**src/rtl/trap_ctrl.sv**
```systemverilog
// Trap sequencer: arbitrates exceptions, machine interrupts and mret, drains the pipeline, commits to CSRs, redirects fetch.
// Latency: request seen in IDLE -> IDLE again after 4 cycles minimum (FLUSH, COMMIT, REDIRECT, back to IDLE).
// Backpressure: waits in FLUSH for flush_done and in REDIRECT for redirect_ready; requests outside IDLE are ignored.
module trap_ctrl #(
  parameter int XLEN = 32
) (
  input  logic            clk,
  input  logic            nrst,
  input  logic            exc_req,
  input  logic [4:0]      exc_cause,
  input  logic [XLEN-1:0] exc_pc,
  input  logic            mret_req,
  input  logic [XLEN-1:0] irq_lines,
  input  logic [XLEN-1:0] next_pc,
  output logic            flush,
  input  logic            flush_done,
  output logic            trap_ack,
  output logic            mret_ack,
  output logic            redirect_valid,
  output logic [XLEN-1:0] redirect_pc,
  input  logic            redirect_ready,
  input  logic            csr_interrupt_en,
  input  logic [XLEN-1:0] csr_mie,
  input  logic [1:0]      csr_mtvec_mode,
  input  logic [XLEN-3:0] csr_mtvec_base,
  input  logic [XLEN-1:0] csr_mepc,
  output logic            csr_exception,
  output logic [XLEN-1:0] csr_exception_cause,
  output logic [XLEN-1:0] csr_exception_pc,
  output logic            csr_mret
);

  localparam int CW = $clog2(XLEN);

  typedef enum logic [1:0] {IDLE, FLUSH, COMMIT, REDIRECT} state_t;
  typedef enum logic [1:0] {KIND_EXC, KIND_IRQ, KIND_MRET} kind_t;

  state_t          state_q, state_d;
  kind_t           kind_q, kind_d;
  logic [XLEN-1:0] cause_q, cause_d;
  logic [XLEN-1:0] epc_q, epc_d;
  logic [XLEN-1:0] target_q, target_d;

  logic [XLEN-1:0] pend;
  logic [CW-1:0]   irq_code;
  logic            irq_hit;
  logic            irq_take;
  logic [XLEN-1:0] trap_base;
  logic [XLEN-1:0] vec_offset;
  logic            pend_unused;

  assign pend     = irq_lines & csr_mie;
  assign irq_take = csr_interrupt_en & irq_hit;

  // Bits outside 3/7/11/16+ never raise a trap; fold them away explicitly.
  assign pend_unused = ^{pend[15:12], pend[10:8], pend[6:4], pend[2:0]};

  // Interrupt priority encode: later assignments win, so highest priority is written last.
  always_comb begin
    irq_code = '0;
    irq_hit  = 1'b0;
    for (int n = XLEN - 1; n >= 16; n--) begin
      if (pend[n]) begin
        irq_code = CW'(n);
        irq_hit  = 1'b1;
      end
    end
    if (pend[7]) begin
      irq_code = CW'(7);
      irq_hit  = 1'b1;
    end
    if (pend[3]) begin
      irq_code = CW'(3);
      irq_hit  = 1'b1;
    end
    if (pend[11]) begin
      irq_code = CW'(11);
      irq_hit  = 1'b1;
    end
  end

  // Trap vector: base, plus 4*code only for vectored-mode interrupts (wraps modulo 2^XLEN).
  assign trap_base  = {csr_mtvec_base, 2'b00};
  assign vec_offset = {cause_q[XLEN-3:0], 2'b00};

  // State register and latched trap context.
  always_ff @(posedge clk or negedge nrst) begin
    if (!nrst) begin
      state_q  <= IDLE;
      kind_q   <= KIND_EXC;
      cause_q  <= '0;
      epc_q    <= '0;
      target_q <= '0;
    end else begin
      state_q  <= state_d;
      kind_q   <= kind_d;
      cause_q  <= cause_d;
      epc_q    <= epc_d;
      target_q <= target_d;
    end
  end

  // Next-state, latch updates and state-decoded outputs.
  always_comb begin
    state_d             = state_q;
    kind_d              = kind_q;
    cause_d             = cause_q;
    epc_d               = epc_q;
    target_d            = target_q;
    flush               = 1'b0;
    trap_ack            = 1'b0;
    mret_ack            = 1'b0;
    redirect_valid      = 1'b0;
    redirect_pc         = '0;
    csr_exception       = 1'b0;
    csr_exception_cause = '0;
    csr_exception_pc    = '0;
    csr_mret            = 1'b0;
    unique case (state_q)
      IDLE: begin
        if (exc_req) begin
          kind_d  = KIND_EXC;
          cause_d = XLEN'(exc_cause);
          epc_d   = exc_pc;
          state_d = FLUSH;
        end else if (irq_take) begin
          kind_d  = KIND_IRQ;
          cause_d = {1'b1, (XLEN-1)'(irq_code)};
          state_d = FLUSH;
        end else if (mret_req) begin
          kind_d  = KIND_MRET;
          state_d = FLUSH;
        end
      end
      FLUSH: begin
        flush = 1'b1;
        if (flush_done) begin
          // Interrupts return to the oldest unretired instruction.
          if (kind_q == KIND_IRQ) begin
            epc_d = next_pc;
          end
          state_d = COMMIT;
        end
      end
      COMMIT: begin
        flush = 1'b1;
        if (kind_q == KIND_MRET) begin
          csr_mret = 1'b1;
          mret_ack = 1'b1;
          target_d = csr_mepc;
        end else begin
          csr_exception       = 1'b1;
          csr_exception_cause = cause_q;
          csr_exception_pc    = epc_q;
          trap_ack            = (kind_q == KIND_EXC);
          if (kind_q == KIND_IRQ && csr_mtvec_mode == 2'd1) begin
            target_d = trap_base + vec_offset;
          end else begin
            target_d = trap_base;
          end
        end
        state_d = REDIRECT;
      end
      REDIRECT: begin
        flush          = 1'b1;
        redirect_valid = 1'b1;
        redirect_pc    = target_q;
        if (redirect_ready) begin
          state_d = IDLE;
        end
      end
      default: state_d = IDLE;
    endcase
  end

endmodule

```
**config.mk**
```make
export PLATFORM = sky130hd
export DESIGN_NAME = trap_ctrl
export DESIGN_NICKNAME = d
export VERILOG_FILES = /design/src/rtl/trap_ctrl.sv
export SDC_FILE = /design/constraint.sdc
export NUM_CORES = 1
export LEC_CHECK = 0
export ABC_CLOCK_PERIOD_IN_PS = 5100
export BUFFER_PORTS_ARGS = -buffer_cell sky130_fd_sc_hd__buf_4
export CAP_MARGIN = 20
export CORE_AREA = 2 2 120 122
export DETAILED_ROUTE_END_ITERATION = 16
export DIE_AREA = 0 0 122 124
export GPL_TIMING_DRIVEN = 0
export PLACE_DENSITY = 0.73
export RECOVER_POWER = 100
export SLEW_MARGIN = 10
export SYNTH_ARGS = -nofsm -noshare
export SYNTH_HDL_FRONTEND = slang
export SYNTH_SLANG_ARGS = --single-unit
```
**constraint.sdc**
```tcl
create_clock -name clk -period 5.1 [get_ports clk]
set_input_delay 1.275 -clock clk [delete_from_list [all_inputs] [get_ports clk]]
set_output_delay 1.275 -clock clk [all_outputs]
set_load 0.005 [all_outputs]
```
## Yosys cells after proc, flatten, opt, wreduce, memory -nomap -nowiden

Index checks and enable logic that the tools add are counted.

| storage, ports and cells | value |
|---|---|
| flip-flop bits (word level) | 100 |
| bits of input ports | 204 |
| output and inout port bits | 102 |

| cells by class | value |
|---|---|
| add/sub/neg operators | 1 |
| eq/ne operators | 11 |
| multiplexer cells | 68 |
| bitwise logic cells | 2 |
| reductions and logical operators | 11 |

Operators by type and width:

| operator | count |
|---|---|
| 2-to-1 mux 32 bit | 12 |
| 2-to-1 mux 5 bit | 19 |
| case mux 32 bit (2 select lines) | 1 |
| adder 32 bit | 1 |
| bitwise AND 32 bit | 1 |
| 2-to-1 mux 1 bit | 27 |
| 2-to-1 mux 2 bit | 8 |
| inequality test 2 bit, second input constant | 4 |
| case mux 2 bit (4 select lines) | 1 |
| equality test 2 x 1 -> 1 bit, second input constant | 3 |
| equality test 2 bit, second input constant | 3 |
| logical NOT 2 bit | 2 |
| inequality test 4 bit, second input constant | 1 |
| AND reduction 2 bit | 2 |
| AND reduction 4 bit | 1 |
| nonzero test 2 bit | 2 |
| AND reduction 3 bit | 1 |
| nonzero test 3 bit | 1 |
| OR reduction 3 bit | 1 |
| bitwise AND 1 bit | 1 |
| logical AND 1 bit | 1 |

## Depth between registers and ports, before layout

| logic depth | value |
|---|---|
| depth in word-level cells | 24 |
| gate-level depth with buffers | 10 |
| gate-level depth less buffers | 9 |

## Worst setup path before layout

OpenSTA, ideal clock, no wires.

| timing path | value |
|---|---|
| path type | input-to-reg |
| start point | input port irq_lines[25] |
| end point | register cause_q[4] |
| library setup time | 125 ps |
| arrival | 2,903 ps |
| data required time | 4,975 ps |
| setup slack | 2,072 ps |
| cell stages on the path | 6 |
| cell sequence | a22o_1 or4_4 o41ai_4 a21o_1 buf_6 mux2_4 |

| on the way | value |
|---|---|
| longest elaborated chain between the ends | 17 |

Ends and longest elaborated chain:

| item | RTL line | RTL |
|---|---|---|
| start: declaration | 13 | `input logic [XLEN-1:0] irq_lines,` |
| bitwise AND 32 bit (*) | 52 | `assign pend = irq_lines & csr_mie;` |
| 2-to-1 mux 1 bit (10 in series) | 63 | `if (pend[n]) begin` |
| 2-to-1 mux 1 bit | 68 | `if (pend[7]) begin` |
| 2-to-1 mux 1 bit | 72 | `if (pend[3]) begin` |
| 2-to-1 mux 1 bit | 76 | `if (pend[11]) begin` |
| bitwise AND 1 bit | 53 | `assign irq_take = csr_interrupt_en & irq_hit;` |
| nonzero test 2 bit (no source line) | - |  |
| AND reduction 2 bit (no source line) | - |  |
| end signal: assignment | 97 | `cause_q <= cause_d;` |
| end: declaration | 40 | `logic [XLEN-1:0] cause_q, cause_d;` |

Mark *: on every way between the ends. The rest lies on a longest branch, timed or not. The select of a mux whose other input is x is not followed.
A chain may end at the register's enable or synchronous reset.

## Worst setup path after layout

| timing path | value |
|---|---|
| start point | register state_q[0] |
| end point | output port csr_exception_pc[15] |

| on the way | value |
|---|---|
| longest elaborated chain between the ends | 2 |

Ends and longest elaborated chain:

| item | RTL line | RTL |
|---|---|---|
| start: declaration | 38 | `state_t state_q, state_d;` |
| start signal: assignment | 95 | `state_q <= state_d;` |
| equality test 2 bit | 119 | `unique case (state_q)` |
| 2-to-1 mux 32 bit | 119 |  |
| end: declaration | 29 | `output logic [XLEN-1:0] csr_exception_pc,` |

No other way between the ends.

==> run_results.csv <==
group,metric,value,unit
timing,period_needed,3940,ps
synth,syn_area_per_cell,8.52,sq um
layout,fin_nets,1107,
synth,yosys.cell_types.count,58,
critical_path,r2r-start,"cause_q[0]",
run_status,status,"finished, violations left",
timing,max_slew_margin,-25.9,%
synth,syn_inst,604,
critical_path,critPathLaunch,"state_q[0]",
floorplan,die_x,122,microns
global_routing,grt_pass1_wl,25.7,mm
floorplan,die-area,15100,sq um
critical_path,endpoint_kind,"output port",
critical_path,crit_chain,"inv_1, ha_1, clkbuf_1, clkbuf_1, clkbuf_1, and3_1, clkbuf_4",
cts,clockRootBuffer,"clkbuf_16",
floorplan,pin_count,306,
floorplan,die_y,124,microns
critical_path,crit_family,"buffers and inverters",
critical_path,path_max_fanout,10,
timing,fmax,254,MHz
critical_path,worstSetupStartpointType,"flop",
critical_path,r2r_slack,2550,ps
power,p_leak,0.00363,uW
global_routing,antenna_found_initial,0,
critical_path,cp_slowest_cell,"clkbuf_1",
critical_path,crit_top_cell,"clkbuf_1",
drt,drc,0,
drt,antenna_left,0,
drt,vias,5301,
floorplan,core-area,13700,sq um
global_routing,busiest_layer,"met2",
critical_path,worstSetupPathDepth,7,
global_routing,grtUsageTotal,21.7,%
critical_path,r2r_end,"target_q[18]",
global_routing,globalRouteMet3Util,4.67,%
synth,synthArstFlopShare,100,%
layout,syn_to_final_growth,47.3,%
critical_path,required,3830,ps
drt,routed_wl,16.7,mm
timing,worstMarginPinSlew,1890,ps
timing,grt_setup_unrepaired,"false",
timing,setup_tns,0,ps
place,hpwlAfterDp,13.3,mm
place,portBuffers,253,
global_routing,grt_start_max_net_pins,75,
drt,routedWlPerCell,15.5,microns
power,power.density,489,nW/um^2
layout,nFillCells,1382,
cts,clk_pin_slew,60,ps
synth,synth_edf_count,0,
place,gp_congestion,0.825,
drt,drt_pass1_iterations,5,
global_routing,grt_use_met2,38.4,%
global_routing,use_met1,27.2,%
drt,drtIter0Drc,297,
synth,ys_seq_area_share,36.0,%
floorplan,initial_core_util,37.5,%
place,place_area,7370,sq um
layout,layout-drive-gt1-share,31.1,%
hold_path,hp-class,"flop to flop",
layout,postLayoutCellArea,7580,sq um
critical_path,crit_buf_inv,5,
timing,timing.final.crit_share,77.2,%
synth,ys_ff_latch,74,
drt,drt-vias-per-instance,4.92,
critical_path,critPathMaxStageDelay,470,ps
run_status,violations,"max-capacitance violations, max-slew violations",
timing,finalSetupViolations,0,
cts,cts_buffer_depth,2,
synth,syn_area,5150,sq um
synth,yosysWarnings,0,
cts,cts.sinks,74,
timing,skew,6.53,ps
global_routing,grt_pass1_vias,5224,
cts,cts_tree,"built",
critical_path,crit_type,"flop to output port",
cts,h-tree-depth,3,
cts,post_cts_buffers,0,
power,ir_worst_vdd,198,uV
cts,insertion_delay,330,ps
timing,holdWs,484,ps
cts,cts.repair.resized,0,
floorplan,rows,43,
critical_path,rr_worst_depth,10,
synth,synth-main-ff-cell,"dfrtp_1",
timing,finalHoldViolCount,0,
layout,antenna_cells,0,
critical_path,crit_path_end,"csr_exception_pc[15]",
timing,finalMaxSlewViolations,75,
cts,cts-buffers-inserted,9,
global_routing,gr-total-overflow,0,
critical_path,arrival,2660,ps
hold_path,hold_path.startpoint,"target_q[5]",
job,max_cap_violations,1,
cts,hold_buffers,0,
## metal layers
metal / vias to the layer above / wire length, microns
met5: - / 0
met4: 0 / 214
met3: 14 / 1090
met2: 182 / 8330
met1: 2460 / 7030
li1: 2645 / -
## flip-flops by register name, indices dropped and copies added, names as in the netlist
name,cells
epc_q,32
target_q,32
cause_q,6
kind_q,2
state_q,2
## cell usage in the layout, fill, tap and decap left out, types with 10 or more instances in the layout
master    Yosys  final
buf_4        27    220
dfrtp_1      74     74
clkbuf_1     32     58
xnor2_1      15     15
o21ai_0      45     45
nor2_1       49     49
xor2_1       10     10
clkbuf_4      0     35
mux2i_1      33     33
and2_0        0     23
nor2b_1      31     31
nand3_1      12     12
conb_1        1     26
a21oi_1      65     65
and3_1       37     37
inv_1        15     15
nand2_1      34     34
## power breakdown
| group | internal [uW] | switching (uW) |
|---|---|---|
| clock network | 488 | 245 |
| registers | 891 | 152 |
| logic | 855 | 1070 |
## worst register-to-register path: stages (launching register included)
cell and delay, ps:
dfrtp_1 400, ha_1 220, inv_1 60, fa_1 380
nor2b_1 210, o31a_1 260, o21ba_2 150, clkbuf_1 320
nand3_1 160, xor2_1 170, o21ai_0 90
## layout make-up
type                       instances  area (sq um)  share of cell area [%]
multi-input combinational        477          2960                    39.1
sequential                        74          1850                    24.4
timing repair buffer             253          1810                    23.8
buffer                            62           334                    4.41
clock buffer                      10           239                    3.15
tap                              180           225                    2.97
clock inverter                     5           103                    1.35
inverter                          16          60.1                   0.792
## Yosys cell counts (3+ instances only)
cell type   n  area [sq um]
and3_1     37           231
nor3_1      7          35.0
xor2_1     10          87.6
xnor2_1    15           131
nand2b_1    3          18.8
o21ai_0    45           225
nand2_1    34           128
a22o_1      7          61.3
and2_1     32           200
nor4_1      3          18.8
inv_1      15          56.3
nor2b_1    31           194
a21oi_1    65           325
nand3_1    12          60.1
a31oi_1     4          25.0
nor2_1     49           184
dfrtp_1    74          1850
mux2i_1    33           330
nor3b_1     5          37.5
nand4_1     4          25.0
clkbuf_1   32           120
a22oi_1     3          22.5
buf_4      27           203
a211oi_1    6          45.0
ha_1        9           113
o22ai_1     3          18.8
## kinds of logic after synthesis
group                      Yosys count  share of synthesized area [%]
and+or+nand+nor                    228                           24.6
AOI/OAI and AO/OA                  153                           17.7
buffers and inverters               78                           7.83
DFF                                 74                           36.0
muxes                               35                           6.93
xor gates and xnor gates            25                           4.25
adders and majority gates           10                           2.58
other                                1                         0.0729
## how the worst min path moves through the flow
stage | to | slack (ps) | depth (start not counted)
final | target_q[5] | 480 | 2
after global placement | target_q[5] | 470 | 2
after floorplan | target_q[5] | 450 | 2
after global routing | target_q[5] | 540 | 2
after detailed placement | target_q[5] | 470 | 2
after CTS | target_q[5] | 480 | 2
## through the flow
| stage | util [%] | cells | total power [uW] | setup WS [ps] |
|---|---|---|---|---|
| 2_1_floorplan | - | 629 | 2220 | 2070 |
| 3_3_place_gp | 53.7 | 1062 | 3010 | 1490 |
| 3_5_place_dp | 53.7 | 1062 | 3060 | 1510 |
| 4_1_cts | 56.2 | 1077 | 3810 | 1140 |
| 5_1_grt | 55.2 | 1077 | 4030 | 918 |
| 6_report | 55.2 | 1077 | 3700 | 1160 |
No activity file was read; power rests on OpenSTA's default activity.
